## src/rtl/lsu_pkg.sv

```systemverilog
// Shared types and constants for the load/store unit.
package lsu_pkg;

    // Bus transaction sequencer states.
    typedef enum logic [1:0] {
        IDLE = 2'd0,
        REQ  = 2'd1,
        WAIT = 2'd2,
        DONE = 2'd3
    } lsu_state_e;

    // RV32I load/store funct3 encodings (stores use only B/H/W).
    localparam logic [2:0] F3_B  = 3'b000;
    localparam logic [2:0] F3_H  = 3'b001;
    localparam logic [2:0] F3_W  = 3'b010;
    localparam logic [2:0] F3_BU = 3'b100;
    localparam logic [2:0] F3_HU = 3'b101;

endpackage

```

## src/rtl/load_align.sv

```systemverilog
// Combinational load-data aligner: shifts the addressed byte/half down to
// bit 0 and sign- or zero-extends it according to funct3.
module load_align
    import lsu_pkg::*;
(
    input  logic [31:0] i_rdata,
    input  logic [1:0]  i_byte_off,
    input  logic [2:0]  i_funct3,
    output logic [31:0] o_result
);

    logic [31:0] w_shifted;

    // Bring the addressed lane down to bit 0, then extend by access type.
    always_comb begin
        w_shifted = i_rdata >> {i_byte_off, 3'b000};
        case (i_funct3)
            F3_B:    o_result = {{24{w_shifted[7]}}, w_shifted[7:0]};
            F3_H:    o_result = {{16{w_shifted[15]}}, w_shifted[15:0]};
            F3_BU:   o_result = {24'd0, w_shifted[7:0]};
            F3_HU:   o_result = {16'd0, w_shifted[15:0]};
            default: o_result = i_rdata;    // LW: word passes through
        endcase
    end

endmodule

```

## src/rtl/load_store_unit.sv

```systemverilog
// MEM-stage load/store unit: converts a load/store into one valid/ready
// data-bus transaction, stalls the pipeline while it is outstanding, and
// registers the aligned load result for writeback.
module load_store_unit
    import lsu_pkg::*;
#(
    parameter int DW = 32
) (
    input  logic          clk,
    input  logic          rst,
    input  logic          mem_rd,
    input  logic          mem_wr,
    input  logic [2:0]    funct3,
    input  logic [DW-1:0] addr,
    input  logic [DW-1:0] wdata,
    output logic          stall,
    output logic [DW-1:0] rdata3,
    output logic          access_err,
    output logic          dbus_req_valid,
    input  logic          dbus_req_ready,
    output logic          dbus_we,
    output logic [DW-1:0] dbus_addr,
    output logic [3:0]    dbus_wstrb,
    output logic [DW-1:0] dbus_wdata,
    input  logic          dbus_rsp_valid,
    input  logic [DW-1:0] dbus_rdata
);

    lsu_state_e    r_state;
    lsu_state_e    w_state_next;

    logic          w_access;
    logic          w_f3_illegal;
    logic          w_misaligned;
    logic          w_legal;
    logic [3:0]    w_strb;
    logic [DW-1:0] w_lane_data;
    logic [DW-1:0] w_load_result;

    logic [DW-1:0] r_addr;
    logic [2:0]    r_funct3;
    logic          r_we;
    logic [3:0]    r_wstrb;
    logic [DW-1:0] r_wdata;
    logic [DW-1:0] r_rdata3;
    logic          r_access_err;

    // Classify the presented access: illegal encoding or misaligned address.
    always_comb begin
        w_access     = mem_rd | mem_wr;
        w_f3_illegal = mem_wr ? (funct3 > F3_W)
                              : ((funct3 == 3'b011) || (funct3[2:1] == 2'b11));
        case (funct3[1:0])
            2'b01:   w_misaligned = addr[0];
            2'b10:   w_misaligned = (addr[1:0] != 2'b00);
            default: w_misaligned = 1'b0;
        endcase
        w_legal = w_access & ~w_f3_illegal & ~w_misaligned;
    end

    // Store byte strobes and lane-replicated data; loads never write.
    always_comb begin
        case (funct3[1:0])
            2'b00: begin
                w_strb      = 4'b0001 << addr[1:0];
                w_lane_data = {4{wdata[7:0]}};
            end
            2'b01: begin
                w_strb      = 4'b0011 << {addr[1], 1'b0};
                w_lane_data = {2{wdata[15:0]}};
            end
            default: begin
                w_strb      = 4'b1111;
                w_lane_data = wdata;
            end
        endcase
        if (!mem_wr) begin
            w_strb      = 4'b0000;
            w_lane_data = '0;
        end
    end

    // FSM state register.
    always_ff @(posedge clk or posedge rst) begin
        if (rst) r_state <= IDLE;
        else     r_state <= w_state_next;
    end

    // FSM next state plus the combinational stall and request-valid outputs.
    always_comb begin
        w_state_next   = r_state;
        stall          = 1'b0;
        dbus_req_valid = 1'b0;
        case (r_state)
            IDLE: begin
                stall = w_legal;
                if (w_legal) w_state_next = REQ;
            end
            REQ: begin
                stall          = 1'b1;
                dbus_req_valid = 1'b1;
                if (dbus_req_ready) w_state_next = r_we ? DONE : WAIT;
            end
            WAIT: begin
                stall = 1'b1;
                if (dbus_rsp_valid) w_state_next = DONE;
            end
            DONE: begin
                // One unstalled cycle lets the instruction leave MEM; the
                // same instruction is still on the inputs, so it is ignored.
                w_state_next = IDLE;
            end
            default: w_state_next = IDLE;
        endcase
    end

    // Capture registers, load result and the registered error pulse.
    always_ff @(posedge clk or posedge rst) begin
        if (rst) begin
            r_addr       <= '0;
            r_funct3     <= 3'd0;
            r_we         <= 1'b0;
            r_wstrb      <= 4'd0;
            r_wdata      <= '0;
            r_rdata3     <= '0;
            r_access_err <= 1'b0;
        end else begin
            r_access_err <= (r_state == IDLE) && w_access && !w_legal;
            if (r_state == IDLE && w_legal) begin
                r_addr   <= addr;
                r_funct3 <= funct3;
                r_we     <= mem_wr;
                r_wstrb  <= w_strb;
                r_wdata  <= w_lane_data;
            end
            if (r_state == WAIT && dbus_rsp_valid) begin
                r_rdata3 <= w_load_result;
            end
        end
    end

    load_align u_load_align (
        .i_rdata    (dbus_rdata),
        .i_byte_off (r_addr[1:0]),
        .i_funct3   (r_funct3),
        .o_result   (w_load_result)
    );

    assign dbus_addr  = {r_addr[DW-1:2], 2'b00};
    assign dbus_we    = r_we;
    assign dbus_wstrb = r_wstrb;
    assign dbus_wdata = r_wdata;
    assign rdata3     = r_rdata3;
    assign access_err = r_access_err;

endmodule

```

## config.mk

```make
export PLATFORM = sky130hd
export DESIGN_NAME = load_store_unit
export DESIGN_NICKNAME = d
export VERILOG_FILES = /design/src/rtl/lsu_pkg.sv /design/src/rtl/load_align.sv /design/src/rtl/load_store_unit.sv
export SDC_FILE = /design/constraint.sdc
export NUM_CORES = 1
export LEC_CHECK = 0
export BUFFER_PORTS_ARGS = -buffer_cell sky130_fd_sc_hd__buf_2
export CAP_MARGIN = 25
export CORE_UTILIZATION = 30
export CTS_BUF_LIST = sky130_fd_sc_hd__clkbuf_16
export CTS_CLUSTER_DIAMETER = 100
export DETAILED_ROUTE_END_ITERATION = 8
export PLACE_DENSITY_LB_ADDON = 0.2
export RECOVER_POWER = 100
export SLEW_MARGIN = 20
export SYNTH_ARGS = -nofsm -noshare
export SYNTH_HDL_FRONTEND = slang
export SYNTH_HIERARCHICAL = 1
export SYNTH_SLANG_ARGS = --single-unit
```

## constraint.sdc

```tcl
create_clock -name clk -period 4.1 [get_ports clk]
set_input_delay 0.615 -clock clk [delete_from_list [all_inputs] [get_ports clk]]
set_output_delay 0.615 -clock clk [all_outputs]
set_load 0.01 [all_outputs]
```

# Word-level counts from Yosys, hierarchy flattened
# Index checks and enable logic that the tools add are counted.
# op_classes
addsub	0
mul	0
div_mod_pow	0
magnitude_cmp	1
eq_ne	13
shift	3
n_mux	14
n_bitwise	5
reduce_logical	12
# ops
operator	count
one-hot mux 32 bit (4 select lines)	1
one-hot mux 32 bit (2 select lines)	1
2-to-1 mux 32 bit	1
>> shifter 32 x 5 -> 16 bit	1
== test 2 bit, second input constant	4
one-hot mux 2 bit (4 select lines)	1
one-hot mux 4 bit (2 select lines)	1
== test 3 bit, second input constant	2
2-to-1 mux 2 bit	3
!= test 2 bit, second input constant	3
== test 2 x 1 -> 1 bit, second input constant	2
logical AND 1 bit	4
zero test 2 bit	2
2-to-1 mux 4 bit	1
one-hot mux 1 bit (2 select lines)	2
left shift 1 x 2 -> 4 bit, first input constant	1
left shift 2 x 2 -> 4 bit, first input constant	1
== test 3 x 1 -> 1 bit, second input constant	1
== test 3 x 2 -> 1 bit, second input constant	1
> comparator 3 x 2 -> 1 bit, second input constant	1
zero test 3 bit	1
2-to-1 mux 1 bit	3
AND reduction 3 bit	1
AND 1 bit	2
6 further kinds	7
# word_totals
register_bits	107
latch_bits	0
mem_bits_rw	0
rom_bits	0
input_bits	105
out_inout_bits	104
elab_cells	56
n_memories	0

# Longest topological paths before layout
# logic_depth
ltp_word	8
ltp_mapped	10
ltp_nobuf	7

# Modules after synthesis
# The synthesis kept the hierarchy.
# by_module_without_submodules
mod	instances	cells_each	area_per_inst_um2	seq_area_each_um2
load_store_unit	1	428	4951.0	2677.6
load_align	1	106	691.9	0.0

# Worst setup path after synthesis
# Ideal clock, no wire load.
# synth_timing
path_type	input to output
start	in funct3[0]
end	out stall
arrival_time_ps	2020
required_ps	3485
setup_slack_ps	1465
stages	7
path_buffers	2
path_cell_list	ha_1 > or3b_1 > a21oi_1 > o211ai_1 > buf_6 > clkbuf_1 > a21oi_1
# synth_via
elab_chain_cells	7
elab_cells_between_ends	12
classes_between	order compare (1); eq/ne (3); mux (3); bitwise (4); reduce/logical (1)
# synth_rtl
element	line	text
from (decl)	load_store_unit.sv:13	input logic [2:0] funct3,
branches (longest 5 deep; another with > comparator 3 x 2 -> 1 bit)	-	
AND 1 bit *	load_store_unit.sv:58	w_legal = w_access & ~w_f3_illegal & ~w_misaligned;
one-hot mux 1 bit (2 select lines) *	load_store_unit.sv:94	case (r_state)
to (decl)	load_store_unit.sv:16	output logic stall,
# Every way passes the cells marked *.

# Worst setup path in the final report
# layout_timing
start	in mem_wr
end	out stall
# layout_via
elab_chain_cells	5
elab_cells_between_ends	6
classes_between	mux (2); bitwise (4)
# layout_rtl
element	line	text
from (decl)	load_store_unit.sv:12	input logic mem_wr,
2-to-1 mux 1 bit	load_store_unit.sv:51	w_f3_illegal = mem_wr ? (funct3 > F3_W)
NOT 1 bit	load_store_unit.sv:58	
AND 1 bit * (2 in series)	load_store_unit.sv:58	
one-hot mux 1 bit (2 select lines) *	load_store_unit.sv:94	
# Mark *: on every way between the ends. The rest lies on a longest branch, timed or not.

==> run summary <==
Port bufs - 206
Top_reg_cell synth - dfrtp_1
Die height - 139 um
FF-to-FF End - rdata3[13]
Synth top area share - 0.475
Slew margin rel. - -0.306
Max FO, Critical Path - 34
Sequential-to-total area share from yosys stat - 0.475
WL/cell - 16.4 um
Top post-synthesis cells by area - dfrtp_1 47%, mux2_4 8.8%, mux2_2 7.8%, nand2_1 7.6%, o21ai_0 4.5%
Drt first pass iters - 9
I/O pins - 209
Clock transition at path regs - 80 ps
Largest net degree at the start of global routing - 111
Initial Util - 0.310
Final Hold Viols - 0
Worst Setup SP - mem_wr
#FFs+latches synth - 107
Initial antenna violation count - 0
Num CTS Buffers - 9
Max Transition Viols Final - 42
Synthesis warning total - 6
Startpoint type of the worst setup path - input pin
Top-count cell post-synth - nand2_1
HP Class - in -> reg
Number of max-cap violations - 1
Req. time, crit path - 3480 ps
Vias in the first global route - 4588
# rows - 49
Initial drt markers - 196
Nets - 808
Fin crit share - 0.763
Outcome - finished with violations
Met3 GRT Util - 0.0459
CTS resizes - 0
Die width - 139 um
Synth cell count leaders - 114 x nand2_1, 107 x dfrtp_1, 51 x o21ai_0
Critical path endpoint - stall
Routed Wire Length - 15.3 mm
Clock Latency Late Sink - 350 ps
Unrepaired setup endpoints after global routing - no
Grt total ovfl - 0
Failing checks - design-rule violations, max-capacitance violations, max-slew violations
Cell leakage power - 3.08 nW
Footprint of the multi-input gates - 2380 sq um
WP data arrival - 2510 ps
Cell Pwr Density - 724 nW/um^2
Layout fillers - 1917
# H-tree levels - 3
EDFF count, synth - 0
Fmax - 319 MHz
GRT busiest layer - met2
Total Power - 0.00485 W
Post-route minimum period - 3130 ps
Hpwl dp - 11.3 mm
Reg2reg setup slack - 1570 ps
Peak supply drop - 0.215 mV
Critical path type - in -> out
Vias - 4524
Crit end category - primary output
Post-Synthesis Cells - 534
Core area - 18200 sq um
Cell Area, Placed - 6630 sq um
Area occupied by registers - 2680 sq um
First-pass GRT wire length - 24.3 mm
Area leader, netlist - dfrtp_1
DRT antenna net count - 0
Share of cells above drive strength 1 - 0.239
Fin area - 6700 sq um
R2r startpoint - r_addr[0]
CTS Buffer Depth - 2
Area of the mapped netlist - 5640 sq um
Post-CTS setup repair buffer count - 0
Vias per inst - 4.87
TritonCTS Sinks - 107
Die area - 19400 sq um
Hold_sp - addr[6]
Asr flop ratio synth - 1.00
Final setup fails - 0
Residual DRC - 32
Setup_tns - 0 ps
FF-to-FF path depth - 4
Clock Skews - 14.6 ps
RePlAce Congestion - 0.844
Synth cell types - 45
Met2 Resource Use GR - 0.258
GRT Total Usage - 0.159
CTS tree - yes
Area grow syn2layout - 18.6%
Hold-fix buffers, CTS - 0
Clock Tree Root - clkbuf_16
Syn Area/Cell - 10.6 sq um
Least-Margin Pin Slew - 1950 ps
GR Util met1 - 0.203
==> cells in the final DEF (no fill, tap or decap), types with 5 or more instances in the layout <==
master / netlist / layout
mux2_2: 39 / 37
dfrtp_1: 107 / 107
mux2i_1: 5 / 5
mux2_1: 1 / 36
buf_2: 3 / 103
a22o_1: 10 / 10
a221oi_1: 5 / 5
ha_1: 9 / 9
nand2_1: 114 / 114
nor2_1: 18 / 18
a21oi_1: 5 / 6
a22oi_1: 6 / 6
o31ai_1: 23 / 23
o21ai_0: 51 / 54
clkbuf_1: 19 / 103
clkbuf_16: 0 / 9
inv_1: 13 / 13
==> logic make-up after synthesis <==
logic type / count (synthesis) / share of synthesized area
adder cells (fa/ha/maj): 9 / 0.0200
buffers and inverters: 77 / 0.0814
AO/OA/AOI/OAI: 122 / 0.146
AND/OR/NAND/NOR: 139 / 0.0967
multiplexers: 79 / 0.180
flip-flops: 107 / 0.475
other: 1 / 0.000665
==> where the power goes <==
part           leakage [nW]  internal, W  switching [W]  total, W
Clock                 0.151     0.000534       0.000408  0.000942
Sequential             1.33      0.00157       0.000335   0.00190
Combinational          1.60     0.000839        0.00117   0.00201
Total                  3.08      0.00294        0.00191   0.00485
==> sequential cells by signal, indices dropped and copies added, names as in the netlist <==
signal and count:
dbus_wdata 32, r_addr 32, rdata3 32, dbus_wstrb 4, r_funct3 3, r_state 2, access_err 1, dbus_we 1
==> metrics by stage <==
stage	hold WS (ps)	worst slack (ps)	instances	utilization
detailed placement	466	1340	912	0.364
global route	462	796	928	0.368
floorplan	465	668	535	-
CTS	335	1390	928	0.382
finish	475	970	929	0.368
global placement	460	1400	911	0.363
==> worst min-delay path by stage <==
stage	to	slack (ps)	cells after the start
after floorplan	r_addr[27]	470	1
after global placement	dbus_wdata[10]	460	2
after detailed placement	dbus_wdata[13]	470	2
after CTS	r_addr[16]	340	2
after global routing	r_addr[18]	460	2
final	r_addr[6]	480	2
==> critical path, cell delays in order <==
cell	delay, ps
clkbuf_1	900
or3b_1	250
a21oi_1	80
o211ai_1	360
a21oi_1	140
clkbuf_1	160
==> final cells by class <==
type                       count  share of cell area
sequential                   107               0.400
multi-input combinational    351               0.356
timing repair buffer         212               0.146
tap                          229              0.0428
clock buffer                   9              0.0336
clock inverter                 7              0.0136
inverter                      13             0.00748
antenna                        1            0.000374
==> layer usage <==
layer  share of wire  routed length (um)
met5               0                   0
met4           0.015                 233
met3           0.090                1370
met2            0.47                7160
met1            0.43                6500
(Power assumes the default switching activity.)
